===== src/rtl/count_display_drv_if.sv =====
// Bus between the FSM counter stage and the display driver: count/skip in,
// BCD result, multiplexed 7-segment lines and skip LED out.
interface count_display_drv_if;
    logic [7:0]  count_in;
    logic        skip_in;
    logic [11:0] bcd_out;
    logic        bcd_valid;
    logic [6:0]  seg_out;
    logic [2:0]  an_out;
    logic        skip_led;

    modport master (
        output count_in,
        output skip_in,
        input  bcd_out,
        input  bcd_valid,
        input  seg_out,
        input  an_out,
        input  skip_led
    );

    modport slave (
        input  count_in,
        input  skip_in,
        output bcd_out,
        output bcd_valid,
        output seg_out,
        output an_out,
        output skip_led
    );
endinterface


===== src/rtl/count_display_drv.sv =====
// Converts the counter value to BCD (sequential double-dabble), scans it onto a
// 3-digit multiplexed 7-segment display and stretches skip events into an LED flash.
module count_display_drv #(
    parameter int SCAN_DIV  = 100000,
    parameter int FLASH_LEN = 25000000
) (
    input  logic               clk,
    input  logic               rst,
    count_display_drv_if.slave bus
);

    localparam int SW = $clog2(SCAN_DIV) + 1;
    localparam int FW = $clog2(FLASH_LEN) + 1;
    localparam logic [SW-1:0] SCAN_LAST  = SW'(SCAN_DIV - 1);
    localparam logic [FW-1:0] FLASH_LOAD = FW'(FLASH_LEN);

    typedef enum logic [1:0] {
        IDLE  = 2'd0,
        SHIFT = 2'd1,
        DONE  = 2'd2
    } state_t;

    state_t        r_state;
    state_t        w_state_nxt;
    logic          w_capture;
    logic          r_force_cnv;
    logic [7:0]    r_last_val;
    logic [7:0]    r_bin_sr;
    logic [11:0]   r_bcd_acc;
    logic [11:0]   w_bcd_adj;
    logic [3:0]    r_bit_cnt;
    logic [11:0]   r_bcd_out;
    logic          r_bcd_valid;
    logic [SW-1:0] r_scan_cnt;
    logic [1:0]    r_digit_idx;
    logic [3:0]    w_nib;
    logic          w_blank;
    logic [2:0]    w_an;
    logic [6:0]    w_seg;
    logic          r_skip_prev;
    logic [FW-1:0] r_flash_cnt;

    function automatic logic [11:0] add3_nibbles(input logic [11:0] acc);
        logic [11:0] res;
        for (int i = 0; i < 3; i++) begin
            res[i*4 +: 4] = (acc[i*4 +: 4] >= 4'd5) ? (acc[i*4 +: 4] + 4'd3) : acc[i*4 +: 4];
        end
        return res;
    endfunction

    function automatic logic [6:0] seg_decode(input logic [3:0] nib);
        logic [6:0] seg;
        case (nib)
            4'd0:    seg = 7'b1000000;
            4'd1:    seg = 7'b1111001;
            4'd2:    seg = 7'b0100100;
            4'd3:    seg = 7'b0110000;
            4'd4:    seg = 7'b0011001;
            4'd5:    seg = 7'b0010010;
            4'd6:    seg = 7'b0000010;
            4'd7:    seg = 7'b1111000;
            4'd8:    seg = 7'b0000000;
            4'd9:    seg = 7'b0010000;
            default: seg = 7'b1111111;
        endcase
        return seg;
    endfunction

    // Conversion FSM state register
    always_ff @(posedge clk or posedge rst) begin
        if (rst) begin
            r_state <= IDLE;
        end else begin
            r_state <= w_state_nxt;
        end
    end

    // Conversion FSM next-state and capture decision
    always_comb begin
        w_state_nxt = r_state;
        w_capture   = 1'b0;
        w_bcd_adj   = add3_nibbles(r_bcd_acc);
        case (r_state)
            IDLE: begin
                if ((bus.count_in != r_last_val) || r_force_cnv) begin
                    w_capture   = 1'b1;
                    w_state_nxt = SHIFT;
                end else begin
                    w_state_nxt = IDLE;
                end
            end
            SHIFT: begin
                if (r_bit_cnt == 4'd7) begin
                    w_state_nxt = DONE;
                end else begin
                    w_state_nxt = SHIFT;
                end
            end
            DONE:    w_state_nxt = IDLE;
            default: w_state_nxt = IDLE;
        endcase
    end

    // Double-dabble datapath and registered BCD result
    always_ff @(posedge clk or posedge rst) begin
        if (rst) begin
            r_force_cnv <= 1'b1;
            r_last_val  <= 8'd0;
            r_bin_sr    <= 8'd0;
            r_bcd_acc   <= 12'd0;
            r_bit_cnt   <= 4'd0;
            r_bcd_out   <= 12'h000;
            r_bcd_valid <= 1'b0;
        end else begin
            r_bcd_valid <= 1'b0;
            case (r_state)
                IDLE: begin
                    if (w_capture) begin
                        r_last_val  <= bus.count_in;
                        r_force_cnv <= 1'b0;
                        r_bin_sr    <= bus.count_in;
                        r_bcd_acc   <= 12'd0;
                        r_bit_cnt   <= 4'd0;
                    end
                end
                SHIFT: begin
                    r_bcd_acc <= {w_bcd_adj[10:0], r_bin_sr[7]};
                    r_bin_sr  <= {r_bin_sr[6:0], 1'b0};
                    r_bit_cnt <= r_bit_cnt + 4'd1;
                end
                DONE: begin
                    r_bcd_out   <= r_bcd_acc;
                    r_bcd_valid <= 1'b1;
                end
                default: r_bcd_valid <= 1'b0;
            endcase
        end
    end

    // Digit scan timer: each slot lasts SCAN_DIV cycles
    always_ff @(posedge clk or posedge rst) begin
        if (rst) begin
            r_scan_cnt  <= {SW{1'b0}};
            r_digit_idx <= 2'd0;
        end else if (r_scan_cnt == SCAN_LAST) begin
            r_scan_cnt  <= {SW{1'b0}};
            r_digit_idx <= (r_digit_idx == 2'd2) ? 2'd0 : (r_digit_idx + 2'd1);
        end else begin
            r_scan_cnt  <= r_scan_cnt + {{(SW-1){1'b0}}, 1'b1};
        end
    end

    // Digit select, leading-zero blanking and segment decode
    always_comb begin
        w_an    = 3'b111;
        w_nib   = 4'd0;
        w_blank = 1'b1;
        case (r_digit_idx)
            2'd0: begin
                w_an    = 3'b110;
                w_nib   = r_bcd_out[3:0];
                w_blank = 1'b0;
            end
            2'd1: begin
                w_an    = 3'b101;
                w_nib   = r_bcd_out[7:4];
                w_blank = (r_bcd_out[11:8] == 4'd0) && (r_bcd_out[7:4] == 4'd0);
            end
            2'd2: begin
                w_an    = 3'b011;
                w_nib   = r_bcd_out[11:8];
                w_blank = (r_bcd_out[11:8] == 4'd0);
            end
            default: begin
                w_an    = 3'b111;
                w_nib   = 4'd0;
                w_blank = 1'b1;
            end
        endcase
        if (w_blank) begin
            w_seg = 7'b1111111;
        end else begin
            w_seg = seg_decode(w_nib);
        end
    end

    // Skip edge detect and retriggerable flash stretcher
    always_ff @(posedge clk or posedge rst) begin
        if (rst) begin
            r_skip_prev <= 1'b0;
            r_flash_cnt <= {FW{1'b0}};
        end else begin
            r_skip_prev <= bus.skip_in;
            if (bus.skip_in && !r_skip_prev) begin
                r_flash_cnt <= FLASH_LOAD;
            end else if (r_flash_cnt != {FW{1'b0}}) begin
                r_flash_cnt <= r_flash_cnt - {{(FW-1){1'b0}}, 1'b1};
            end
        end
    end

    assign bus.bcd_out   = r_bcd_out;
    assign bus.bcd_valid = r_bcd_valid;
    assign bus.an_out    = w_an;
    assign bus.seg_out   = w_seg;
    assign bus.skip_led  = (r_flash_cnt != {FW{1'b0}});

endmodule


===== src/flat_wrapper.sv =====
// flat-port wrapper written by rule: the top's interface ports become plain ports
module count_display_drv_flat 
#(
    parameter int SCAN_DIV  = 100000,
    parameter int FLASH_LEN = 25000000
)
  (clk, rst, bus_count_in, bus_skip_in, bus_bcd_out, bus_bcd_valid, bus_seg_out, bus_an_out, bus_skip_led);
  count_display_drv_if bus_i ();
  input  logic clk;
  input  logic rst;
  input wire logic [$bits(bus_i.count_in)-1:0] bus_count_in;
  input wire logic [$bits(bus_i.skip_in)-1:0] bus_skip_in;
  output wire logic [$bits(bus_i.bcd_out)-1:0] bus_bcd_out;
  output wire logic [$bits(bus_i.bcd_valid)-1:0] bus_bcd_valid;
  output wire logic [$bits(bus_i.seg_out)-1:0] bus_seg_out;
  output wire logic [$bits(bus_i.an_out)-1:0] bus_an_out;
  output wire logic [$bits(bus_i.skip_led)-1:0] bus_skip_led;
  assign bus_i.count_in = bus_count_in;
  assign bus_i.skip_in = bus_skip_in;
  assign bus_bcd_out = bus_i.bcd_out;
  assign bus_bcd_valid = bus_i.bcd_valid;
  assign bus_seg_out = bus_i.seg_out;
  assign bus_an_out = bus_i.an_out;
  assign bus_skip_led = bus_i.skip_led;
  count_display_drv #(.SCAN_DIV(SCAN_DIV), .FLASH_LEN(FLASH_LEN)) u_core (.clk(clk), .rst(rst), .bus(bus_i));
endmodule

===== config.mk =====
export PLATFORM = sky130hd
export DESIGN_NAME = count_display_drv_flat
export DESIGN_NICKNAME = d
export VERILOG_FILES = /design/src/rtl/count_display_drv_if.sv /design/src/rtl/count_display_drv.sv /design/src/flat_wrapper.sv
export SDC_FILE = /design/constraint.sdc
export NUM_CORES = 1
export LEC_CHECK = 0
export ABC_AREA = 0
export CAP_MARGIN = 5
export CORE_ASPECT_RATIO = 1.75
export CORE_MARGIN = 4
export CORE_UTILIZATION = 25
export DETAILED_ROUTE_END_ITERATION = 10
export HOLD_SLACK_MARGIN = 0.12
export PLACE_DENSITY = 0.42
export SLEW_MARGIN = 20
export SYNTH_ARGS = -nofsm -noshare
export SYNTH_HDL_FRONTEND = slang
export SYNTH_SLANG_ARGS = --single-unit

===== constraint.sdc =====
create_clock -name clk -period 6.38 [get_ports clk]
set_clock_uncertainty 0.2 [all_clocks]
set_input_delay 0.638 -clock clk [delete_from_list [all_inputs] [get_ports clk]]
set_output_delay 0.638 -clock clk [all_outputs]
set_load 0.02 [all_outputs]

==> run summary <==
Mapped Nets -> 521
Worst EP arrival -> 2.96 ns
Clock slew seen by the registers of the worst setup and hold paths -> 0.07 ns
Mapped cell area -> 4950 um2
Post-DP HPWL -> 7.95 mm
Grt total ovfl -> 0
Seq/Total Area, Yosys -> 48.0%
CTS tree -> yes
First-pass DRT Iterations -> 4
Worst Path Required -> 5.54 ns
Worst Tran Pin Value -> 0.933 ns
Synthesized instance count -> 496
Synthesized area per cell -> 9.99 um2
Die ar. -> 22200 um2
Number of global-route vias before repair -> 3840
Ys Warns -> 0
# fillers -> 2035
Crit-path slowest cell -> dfrtp_1
Setup TNS -> 0 ns
Root Buffer -> clkbuf_16
Largest stage delay, worst path -> 0.59 ns
RSZ-0062 raised after global routing -> no
Layout cell share with drive strength beyond 1 -> 11.6%
Placed cells -> 761
Post-synth ARST share -> 100%
Hold-fix buffers, CTS -> 0
Worst Hold Class -> register to register
Gpl congestion -> 0.808
Seq. cell area -> 2380 um2
CTS Buffer Depth -> 2
Initial core utilization -> 25.6%
Die Y -> 194 um
Setup Viol. Count Final -> 0
Area growth, synth to finish -> 19.2%
Residual DRC count -> 0
Yosys cell types -> 55
Post-route insts no fill -> 777
# port buffers -> 34
Via count -> 3760
Initial DRC Count -> 127
F_max -> 0.263 GHz
CTS H-Tree Depth -> 3
DR WL/cell -> 14.2 um
Tmin final -> 3.80 ns
Largest net degree at the start of global routing -> 72
CP Capture Type -> primary output
Leak -> 2.44 nW
Worst VDD drop -> 0.000215 V
GRT Total Usage -> 10.6%
Post-CTS setup buffers -> 0
Maxcap violations -> 0
Tcrit/Tclk final -> 59.5%
Critical path buffers and inverters -> 2
Vias per cell -> 4.84
PD cells -> 406 nW/um2
Hold Fails Final Rpt -> 0
Most common cell after layout, fill and taps aside -> dfrtp_1
WS Path Type -> register to primary output
Routed wire length -> 11.1 mm
Pins Over Slew Limit -> 0
First-pass GRT wire length -> 19.3 mm
Worst-path maximum fanout -> 13
Antenna diodes -> 0
Number of buffers created by CTS -> 9
Final ANT Viol Nets -> 0
Nets -> 556
Status -> finished clean
Later-pin clock latency in the skew report -> 0.34 ns
Core area -> 19400 um2
EDFF count, synth -> 0
Post-CTS Resized -> 0
Initial antenna violation count -> 0
#FFs+latches synth -> 95
IO Pins -> 35
Most frequent cells in the layout -> 94 x dfrtp_1, 46 x nand2_1, 44 x nor2_1, 38 x o21ai_0, 34 x clkdlybuf4s50_1
CP Cell Sequence -> mux2i_1, nor2_1, a21oi_1, inv_1, ha_1, or2_2, a21boi_0, o21ai_0, clkdlybuf4s50_1
Die width -> 114 um
CP startpoint kind -> register
Main flop type after synthesis -> dfrtp_1
Clock sink total -> 95
Core Rows -> 67
Slew headroom -> 37.8%
Delay-heaviest family, CP -> buffers and inverters
Multi-input gate area -> 2480 um2
[synthesized netlist by cell type, drive strengths merged (3+ instances only)]
| cell | n | share of area, % |
|---|---|---|
| xnor2 | 22 | 3.9 |
| o31ai | 5 | 0.76 |
| or3 | 9 | 1.2 |
| a22oi | 7 | 1.1 |
| o211ai | 4 | 0.61 |
| mux2i | 7 | 1.4 |
| nor2b | 8 | 1.0 |
| mux2 | 20 | 4.5 |
| nor3 | 9 | 1.1 |
| nand4 | 7 | 1.0 |
| nand2b | 7 | 0.88 |
| buf | 5 | 0.51 |
| or4 | 7 | 1.1 |
| and3 | 3 | 0.38 |
| ha | 14 | 3.5 |
| inv | 17 | 1.3 |
| nand3 | 22 | 2.2 |
| nor2 | 45 | 3.4 |
| clkbuf | 8 | 0.61 |
| xor2 | 18 | 3.2 |
| nor4 | 10 | 1.7 |
| or2 | 6 | 0.76 |
| a21oi | 17 | 1.7 |
| dfrtp | 94 | 47 |
| a22o | 10 | 1.8 |
| nand2 | 47 | 3.6 |
| a21o | 4 | 0.61 |
| a211oi | 3 | 0.45 |
| o21ai | 40 | 4.2 |
[stage by stage]
step	utilization, %	setup slack (ns)	total power, W	hold WS (ns)	area (um2)
after floorplan	-	3.07	0.00154	0.237	4950
after global placement	28.8	2.99	0.00183	0.272	5580
after detailed placement	28.8	2.96	0.00185	0.278	5590
after CTS	30.5	2.58	0.00243	0.290	5900
after global routing	30.5	2.25	0.00259	0.300	5910
final	30.5	2.58	0.00240	0.290	5910
[final timing paths]
kind,startpoint,slack [ns],end,cells past startpoint
max reg2reg,u_core.r_flash_cnt[0],3.91,u_core.r_flash_cnt[19],7
max,u_core.r_digit_idx[1],2.58,bus_seg_out[5],9
min,u_core.r_force_cnv,0.29,u_core.r_force_cnv,1
min in group asynchronous,rst,0.42,u_core.r_scan_cnt[9],2
max in group asynchronous,rst,4.32,u_core.r_last_val[5],3
min reg2reg,u_core.r_force_cnv,0.29,u_core.r_force_cnv,1
[cell type report]
type                            count  share of cell area, %
Clock buffer                       11                   4.28
Clock inverter                      5                   1.10
Inverter                           17                   1.12
Multi-Input combinational cell    371                   42.0
Sequential cell                    95                   40.3
Tap cell                          241                   5.11
Timing Repair Buffer               37                   6.14
[logic make-up after synthesis]
family                   after synthesis  share of synthesized area, %
flip-flops                            95                          48.0
adder cells (fa/ha/maj)               14                          3.54
AO/OA/AOI/OAI                        100                          12.9
AND/OR/NAND/NOR                      190                          20.2
XOR/XNOR                              40                          7.07
multiplexers                          27                          5.96
buffers and inverters                 30                          2.40
[state kept, by name (all words and copies together) (netlist names)]
signal                cells
u_core.r_digit_idx        2
u_core.r_bit_cnt          4
u_core.r_flash_cnt       26
u_core.r_bcd_acc         12
u_core.bus.bcd_out       12
u_core.r_state            2
u_core.r_force_cnv        1
u_core.r_bin_sr           8
u_core.r_skip_prev        1
u_core.r_last_val         8
u_core.r_scan_cnt        18
u_core.bus.bcd_valid      1
[where the power goes]
part | internal, W | switching, W
registers | 0.000758 | 0.000184
clock network | 0.000329 | 0.000241
logic | 0.000428 | 0.000460
total | 0.00151 | 0.000885
[layer usage]
layer	global-route usage [%]	wire, um
met5	0	0
met4	3.52	201
met3	2.03	321
met2	18.1	5720
met1	13.2	4820
Note: power is estimated with default switching activity, not from simulation.
